[src/rtl/vga_timing_gen_if.sv]
// ---------------------------------------------------------------------------
// vga_timing_gen_if
// Bundle of VGA timing outputs shared by the timing generator (master) and
// the pixel colour logic (slave).
//   pix_en        : one-clk strobe per pixel period
//   hsync, vsync  : sync levels (polarity set by the generator)
//   counterX/Y    : current pixel column / line
//   inDisplayArea : current coordinate lies in the visible region
//   frame_start   : one-clk pulse when the counters become (0,0)
//   line_start    : one-clk pulse when counterX becomes 0
// ---------------------------------------------------------------------------
interface vga_timing_gen_if;
    logic       pix_en;
    logic       hsync;
    logic       vsync;
    logic [9:0] counterX;
    logic [9:0] counterY;
    logic       inDisplayArea;
    logic       frame_start;
    logic       line_start;

    modport master (
        output pix_en, hsync, vsync, counterX, counterY,
               inDisplayArea, frame_start, line_start
    );

    modport slave (
        input  pix_en, hsync, vsync, counterX, counterY,
               inDisplayArea, frame_start, line_start
    );
endinterface

[src/rtl/vga_timing_gen.sv]
// ---------------------------------------------------------------------------
// vga_timing_gen
// VGA timing stage: divides the system clock down to a pixel-enable strobe
// and walks pixel/line counters through the configured raster, producing
// sync, display-area and frame/line start flags that always describe the
// current counter values (no skew between coordinates and flags).
// Ports:
//   clk : system clock
//   rst : synchronous reset, active-high
//   vga : timing outputs (master modport of vga_timing_gen_if)
// ---------------------------------------------------------------------------
module vga_timing_gen #(
    parameter int CLK_DIV  = 2,
    parameter int H_ACTIVE = 640,
    parameter int H_FP     = 16,
    parameter int H_SYNC   = 96,
    parameter int H_BP     = 48,
    parameter int V_ACTIVE = 480,
    parameter int V_FP     = 10,
    parameter int V_SYNC   = 2,
    parameter int V_BP     = 33,
    parameter int SYNC_POL = 0
) (
    input  logic               clk,
    input  logic               rst,
    vga_timing_gen_if.master   vga
);

    localparam int H_TOTAL = H_ACTIVE + H_FP + H_SYNC + H_BP;
    localparam int V_TOTAL = V_ACTIVE + V_FP + V_SYNC + V_BP;
    localparam int DIV_W   = (CLK_DIV > 2) ? $clog2(CLK_DIV) : 1;

    localparam logic [DIV_W-1:0] DIV_LAST = DIV_W'(CLK_DIV - 1);
    localparam logic [9:0] H_LAST   = 10'(H_TOTAL - 1);
    localparam logic [9:0] V_LAST   = 10'(V_TOTAL - 1);
    localparam logic [9:0] HS_START = 10'(H_ACTIVE + H_FP);
    localparam logic [9:0] HS_END   = 10'(H_ACTIVE + H_FP + H_SYNC - 1);
    localparam logic [9:0] VS_START = 10'(V_ACTIVE + V_FP);
    localparam logic [9:0] VS_END   = 10'(V_ACTIVE + V_FP + V_SYNC - 1);
    localparam logic [9:0] H_VIS    = 10'(H_ACTIVE);
    localparam logic [9:0] V_VIS    = 10'(V_ACTIVE);
    localparam logic       SYNC_ACT = (SYNC_POL != 0);

    generate
        if (H_TOTAL > 1024 || V_TOTAL > 1024) begin : g_bad_total
            $error("vga_timing_gen: H_TOTAL/V_TOTAL must be <= 1024");
        end
        if (CLK_DIV < 2) begin : g_bad_div
            $error("vga_timing_gen: CLK_DIV must be >= 2");
        end
    endgenerate

    logic [DIV_W-1:0] div_cnt_q, div_cnt_d;
    logic             pix_en_q, pix_en_d;
    logic [9:0]       x_q, x_d;
    logic [9:0]       y_q, y_d;
    logic             hsync_q, hsync_d;
    logic             vsync_q, vsync_d;
    logic             disp_q, disp_d;
    logic             line_start_q, line_start_d;
    logic             frame_start_q, frame_start_d;

    // All flags are decoded from the next-state counters so that they land
    // on the same edge as the coordinates they describe.
    always_comb begin
        div_cnt_d = (div_cnt_q == DIV_LAST) ? '0 : div_cnt_q + 1'b1;
        // pix_en is registered: high in the cycle where div_cnt == CLK_DIV-1.
        pix_en_d  = (div_cnt_d == DIV_LAST);

        x_d = x_q;
        y_d = y_q;
        if (pix_en_q) begin
            if (x_q == H_LAST) begin
                x_d = '0;
                y_d = (y_q == V_LAST) ? '0 : y_q + 10'd1;
            end else begin
                x_d = x_q + 10'd1;
            end
        end

        hsync_d       = (x_d >= HS_START && x_d <= HS_END) ? SYNC_ACT : ~SYNC_ACT;
        vsync_d       = (y_d >= VS_START && y_d <= VS_END) ? SYNC_ACT : ~SYNC_ACT;
        disp_d        = (x_d < H_VIS) && (y_d < V_VIS);
        // Only one clk wide: qualified by the pixel advance itself.
        line_start_d  = pix_en_q && (x_d == '0);
        frame_start_d = line_start_d && (y_d == '0);
    end

    always_ff @(posedge clk) begin
        if (rst) begin
            div_cnt_q     <= '0;
            pix_en_q      <= 1'b0;
            x_q           <= H_LAST;
            y_q           <= V_LAST;
            hsync_q       <= ~SYNC_ACT;
            vsync_q       <= ~SYNC_ACT;
            disp_q        <= 1'b0;
            line_start_q  <= 1'b0;
            frame_start_q <= 1'b0;
        end else begin
            div_cnt_q     <= div_cnt_d;
            pix_en_q      <= pix_en_d;
            x_q           <= x_d;
            y_q           <= y_d;
            hsync_q       <= hsync_d;
            vsync_q       <= vsync_d;
            disp_q        <= disp_d;
            line_start_q  <= line_start_d;
            frame_start_q <= frame_start_d;
        end
    end

    assign vga.pix_en        = pix_en_q;
    assign vga.hsync         = hsync_q;
    assign vga.vsync         = vsync_q;
    assign vga.counterX      = x_q;
    assign vga.counterY      = y_q;
    assign vga.inDisplayArea = disp_q;
    assign vga.frame_start   = frame_start_q;
    assign vga.line_start    = line_start_q;

endmodule

[src/flat_wrapper.sv]
// flat-port wrapper written by rule: the top's interface ports become plain ports
module vga_timing_gen_flat 
#(
    parameter int CLK_DIV  = 2,
    parameter int H_ACTIVE = 640,
    parameter int H_FP     = 16,
    parameter int H_SYNC   = 96,
    parameter int H_BP     = 48,
    parameter int V_ACTIVE = 480,
    parameter int V_FP     = 10,
    parameter int V_SYNC   = 2,
    parameter int V_BP     = 33,
    parameter int SYNC_POL = 0
)
  (clk, rst, vga_pix_en, vga_hsync, vga_vsync, vga_counterX, vga_counterY, vga_inDisplayArea, vga_frame_start, vga_line_start);
  vga_timing_gen_if vga_i ();
  input  logic clk;
  input  logic rst;
  output wire logic [$bits(vga_i.pix_en)-1:0] vga_pix_en;
  output wire logic [$bits(vga_i.hsync)-1:0] vga_hsync;
  output wire logic [$bits(vga_i.vsync)-1:0] vga_vsync;
  output wire logic [$bits(vga_i.counterX)-1:0] vga_counterX;
  output wire logic [$bits(vga_i.counterY)-1:0] vga_counterY;
  output wire logic [$bits(vga_i.inDisplayArea)-1:0] vga_inDisplayArea;
  output wire logic [$bits(vga_i.frame_start)-1:0] vga_frame_start;
  output wire logic [$bits(vga_i.line_start)-1:0] vga_line_start;
  assign vga_pix_en = vga_i.pix_en;
  assign vga_hsync = vga_i.hsync;
  assign vga_vsync = vga_i.vsync;
  assign vga_counterX = vga_i.counterX;
  assign vga_counterY = vga_i.counterY;
  assign vga_inDisplayArea = vga_i.inDisplayArea;
  assign vga_frame_start = vga_i.frame_start;
  assign vga_line_start = vga_i.line_start;
  vga_timing_gen #(.CLK_DIV(CLK_DIV), .H_ACTIVE(H_ACTIVE), .H_FP(H_FP), .H_SYNC(H_SYNC), .H_BP(H_BP), .V_ACTIVE(V_ACTIVE), .V_FP(V_FP), .V_SYNC(V_SYNC), .V_BP(V_BP), .SYNC_POL(SYNC_POL)) u_core (.clk(clk), .rst(rst), .vga(vga_i));
endmodule
[config.mk]
export PLATFORM = sky130hd
export DESIGN_NAME = vga_timing_gen_flat
export DESIGN_NICKNAME = d
export VERILOG_FILES = /design/src/rtl/vga_timing_gen_if.sv /design/src/rtl/vga_timing_gen.sv /design/src/flat_wrapper.sv
export SDC_FILE = /design/constraint.sdc
export NUM_CORES = 1
export LEC_CHECK = 0
export ABC_AREA = 1
export BUFFER_PORTS_ARGS = -buffer_cell sky130_fd_sc_hd__buf_4
export CAP_MARGIN = 30
export CORE_ASPECT_RATIO = 0.75
export CORE_MARGIN = 2
export CORE_UTILIZATION = 34
export DETAILED_ROUTE_END_ITERATION = 8
export GPL_ROUTABILITY_DRIVEN = 0
export PLACE_DENSITY = 0.61
export SLEW_MARGIN = 20
export SYNTH_ARGS = -nofsm -noshare
export SYNTH_HDL_FRONTEND = slang
export SYNTH_SLANG_ARGS = --single-unit
[constraint.sdc]
create_clock -name clk -period 2.2 [get_ports clk]
set_clock_uncertainty 0.05 [all_clocks]
set_input_delay 0.11 -clock clk [delete_from_list [all_inputs] [get_ports clk]]
set_output_delay 0.11 -clock clk [all_outputs]
set_load 0.005 [all_outputs]
---- Yosys cells after proc, flatten, opt, wreduce, memory -nomap -nowiden ----
Index checks and enable logic that the tools add are counted.
operators by class
  $add $sub $neg .......................... 3
  multipliers ............................. 0
  div/mod/pow operators ................... 0
  order comparisons ....................... 6
  equal/unequal tests ..................... 2
  shifts and indexed selects .............. 0
  mux-type cells .......................... 7
  bitwise logic cells ..................... 0
  reductions and logical operators ........ 8
operators by type and width
  cell                                                                                   number
  10-bit 2-to-1 mux                                                                      5
  10-bit by 1-bit adder with 10-bit output (second input constant)                       2
  10-bit equality test (second input constant)                                           2
  10-bit logical NOT                                                                     2
  10-bit greater-or-equal comparator (second input constant)                             1
  10-bit by 9-bit greater-or-equal comparator with 1-bit output (second input constant)  1
  10-bit <= comparator (second input constant)                                           1
  10-bit by 9-bit <= comparator with 1-bit output (second input constant)                1
  10-bit < comparator (second input constant)                                            1
  10-bit by 9-bit < comparator with 1-bit output (second input constant)                 1
  1-bit logical AND                                                                      5
  1-bit 2-to-1 mux                                                                       2
  2-bit OR reduction                                                                     1
  1-bit adder (second input constant)                                                    1
word-level totals
  bits in registers ....................... 26
  bits in latches ......................... 0
  bits in writable memories ............... 0
  memory bits (read-only) ................. 0
  output and inout bits ................... 26
  word-level logic and storage cells ...... 34
  memories ................................ 0

---- Depth between registers and ports, before layout ----
  depth after elaboration ................. 7
  gate-level depth with buffers ........... 14

---- Worst setup path after synthesis ----
No wires, ideal clock.
  path kind ............................... reg2reg
  from .................................... reg u_core.x_q[0], in the netlist u_core.vga.counterX[0]
  to ...................................... reg u_core.vsync_q, in the netlist u_core.vga.vsync
  setup time .............................. 0.123 ns
  arrival ................................. 1.571 ns
  slack ................................... 0.456 ns
  cell stages (with the launch flop) ...... 9
  path buffers ............................ 0
  clock period less this slack ............ 1.744 ns
  cells stage by stage .................... dfxtp_1 > ha_1 > nand4_2 > nor2_4 > nand2_4 > o21a_1 > or2_0 > nor2_1 > nand3_1
on the way
  longest elaborated chain between the ends .. 6
  elaborated cells between the ends (all ways) .. 7
  those cells by class .................... 2 x order compare; 1 x eq/ne; 3 x mux; 1 x reduce/logical
RTL lines
  what                                                                                                                                     line                   RTL
  from (decl)                                                                                                                              vga_timing_gen.sv:55   logic [9:0] x_q, x_d;
  from (signal assigned)                                                                                                                   vga_timing_gen.sv:93   x_q <= H_LAST;
  from (signal assigned)                                                                                                                   vga_timing_gen.sv:103  x_q <= x_d;
  10-bit equality test (*)                                                                                                                 vga_timing_gen.sv:73   if (x_q == H_LAST) begin
  10-bit 2-to-1 mux (*)                                                                                                                    vga_timing_gen.sv:73
  10-bit 2-to-1 mux (*)                                                                                                                    vga_timing_gen.sv:72   if (pix_en_q) begin
  10-bit by 9-bit greater-or-equal comparator with 1-bit output / 10-bit by 9-bit <= comparator with 1-bit output (equally long branches)  vga_timing_gen.sv:82   vsync_d = (y_d >= VS_START && y_d <= VS_END) ? SYNC_ACT : ~SYNC_ACT;
  1-bit logical AND (*)                                                                                                                    vga_timing_gen.sv:82
  1-bit 2-to-1 mux (*)                                                                                                                     vga_timing_gen.sv:82
  to (signal assigned)                                                                                                                     vga_timing_gen.sv:96   vsync_q <= ~SYNC_ACT;
  to (signal assigned)                                                                                                                     vga_timing_gen.sv:106  vsync_q <= vsync_d;
  to (decl)                                                                                                                                vga_timing_gen.sv:58   logic vsync_q, vsync_d;
Every way passes the cells marked *; elsewhere a longest branch is shown, timed or not.
A chain may end at the register's enable or synchronous reset.

---- Final worst setup path ----
Same ends and word-level chain as after synthesis.

==> metrics.csv <==
stage;metric;value;unit
critical_path;criticalPathCategory;reg -> reg;
timing;rsz0062_at_grt;no;
yosys;synth_edf_count;0;
timing;finalMaxSlewViolations;0;
power_and_ir_drop;ir_drop;0.386;mV
yosys;yosysWarningCount;0;
critical_path;worstSetupStartpointType;register;
power_and_ir_drop;power_density;700;mW/mm^2
global_routing;grt_max_degree;16;
final_layout;drive_gt1_frac;0.149;
detailed_routing;vias;1639;
timing;hold-worst-slack;66.7;ps
power_and_ir_drop;power.leakage;1.02;nW
clocking;postCtsSetupBuffers;0;
yosys;netlist.top_cell.by_area;dfxtp_1;
timing;slew_headroom;0.736;
yosys;synthFlopType;dfxtp_1;
timing;clock.fmax;505;MHz
clocking;insertion_delay;280;ps
timing;fin_crit;1980;ps
floorplan;pin_count;28;
yosys;syn_nets;261;
detailed_routing;drt_first_pass_iters;4;
critical_path;crit_buf_inv;0;
final_layout;area_delta_synth_final;23.4;%
critical_path;reg2reg_depth;8;
clocking;hold_buffers;0;
clocking;htreeDepth;1;
floorplan;fp.dieH;62.6;um
clocking;cts_buffer_depth;2;
yosys;synth-seq-cells;26;
yosys;synthCells;256;
critical_path;cp.depth;8;
yosys;synth_top_area_frac;0.334;
final_layout;antenna_cells;0;
yosys;synth_most_common_cell;nand2_1;
critical_path;cpMaxStageDelayCell;dfxtp_1;
place;numPortBuffers;27;
global_routing;grt_usage;0.173;
global_routing;grt_pass1_wl;6830;um
timing;hold_violations;0;
timing;worst_slew_pin_slew;396;ps
timing;setup_violations;0;
place;place_ws;243;ps
clocking;cts.sinks;26;
timing;min_period_over_period;0.899;
critical_path;crit_required;2320;ps
global_routing;first_global_vias;1427;
critical_path;path_cells;ha_1 > nand4_2 > nor2_4 > nand2_4 > o21a_1 > or2_0 > nor2_1 > nand3_1;
floorplan;coreArea;0.00444;mm^2
floorplan;fp.dieW;82.1;um
yosys;netlist_area;0.00156;mm^2
critical_path;endpoint_kind;register;
status;outcome;completed;
worst_hold_path;hold_depth;2;
clocking;cts_buffers;3;
place;hpwlAfterDp;3160;um
critical_path;cp_max_fo;8;
floorplan;dieArea;0.00514;mm^2
final_layout;nets;294;
detailed_routing;vias_per_cell;4.75;
critical_path;slowest_delay;430;ps
yosys;avgSynthCellArea;6.08;um^2
clocking;cts-root-buf;clkbuf_8;
detailed_routing;drt_wl_total;4100;um
detailed_routing;drtAntennaViolNets;0;
timing;setup_tns;0;ps
yosys;synth_common_cells;81 x nand2_1, 41 x nor2_1, 36 x inv_1, 28 x nand3_1, 26 x dfxtp_1;
clocking;cts_tree;yes;
detailed_routing;drc;0;
critical_path;cp.arrival;2090;ps
timing;fin_ws;221;ps
yosys;yosysSeqAreaShare;0.334;
yosys;ys_types;24;
power_and_ir_drop;p_total;1.34;mW
flow_run;drv_cap;0;
floorplan;num_rows;21;
global_routing;grt-ovfl-total;0;
worst_hold_path;min_path_type;in -> reg;
detailed_routing;initialDrtViolationCount;197;
detailed_routing;post_drt_wl_per_cell;11.9;um
yosys;synthArstFlopShare;0;
clocking;cts_resized;0;
yosys;synth_area_leaders;dfxtp_1 33%, nand2_1 20%, nor2_1 9.9%;
floorplan;start_util;0.351;
critical_path;critPathTopFamily;simple AND/OR/NAND/NOR gates;
global_routing;antenna_found_initial;0;
clocking;clk_pin_slew;90;ps
-- registers in the layout (all words and copies together) (netlist names) --
name and cells:
u_core.vga.counterX 10, u_core.vga.hsync 1, u_core.div_cnt_q 1, u_core.vga.counterY 10
u_core.vga.line_start 1, u_core.vga.inDisplayArea 1, u_core.vga.frame_start 1, u_core.vga.vsync 1
-- report_power, final --
group	leakage [nW]	internal (mW)	switching (mW)
Clock	0.0357	0.244	0.154
Combinational	0.769	0.144	0.252
Sequential	0.212	0.503	0.0479
Total	1.02	0.891	0.453
-- stage by stage --
step | instance area [um^2] | cells | util
final | 1920 | 345 | 0.433
after global routing | 1920 | 345 | 0.433
after CTS | 1920 | 345 | 0.433
after detailed placement | 1850 | 341 | 0.416
after global placement | 1850 | 341 | 0.416
after floorplan | 1560 | 256 | -
-- worst paths after layout --
path	slack, ps	from	endpoint
max	220	u_core.vga.counterX[0]$_SDFF_PP1_	u_core.vga.vsync$_SDFF_PP1_
min	70	rst	u_core.div_cnt_q$_SDFF_PP0_
max reg2reg	220	u_core.vga.counterX[0]$_SDFF_PP1_	u_core.vga.vsync$_SDFF_PP1_
min reg2reg	500	u_core.div_cnt_q$_SDFF_PP0_	u_core.div_cnt_q$_SDFF_PP0_
-- area by class of cell --
class                      count  area, um^2
clock buffer                   3        41.3
inverter                      37         139
multi-input combinational    190         886
fill                         460        2520
timing repair buffer          31         233
sequential                    26         520
tap                           57        71.3
clock inverter                 1        30.0
-- cells in the final DEF, fill, tap and decap left out, types with 2 or more instances in the layout --
cell type / Yosys / routed
a21oi_1: 4 / 4
buf_4: 0 / 31
clkbuf_8: 0 / 3
dfxtp_1: 26 / 26
ha_1: 3 / 3
inv_1: 36 / 36
nand2_1: 81 / 81
nand3_1: 28 / 28
nand4_1: 5 / 5
nor2_1: 41 / 41
nor2_2: 2 / 2
nor2_4: 2 / 2
nor3_1: 3 / 3
o21ai_0: 8 / 8
xor2_1: 4 / 4
-- cells by family (layout without fill, tap and decap cells) --
family,Yosys count,count (layout),share of synthesized area
AO/OA/AOI/OAI,16,16,0.0563
buffers and inverters,40,72,0.0965
AND/OR/NAND/NOR,167,167,0.466
flip-flops,26,26,0.334
adder cells (fa/ha/maj),3,3,0.0241
XOR/XNOR,4,4,0.0225
-- routing by layer --
metal	routed length [um]	vias to the layer above	GRT usage
met5	0	-	0
met4	41	0	0.0479
met3	283	5	0.0419
met2	1510	50	0.212
met1	2270	720	0.286
li1	-	864	-
No activity file was read; power rests on OpenSTA's default activity.
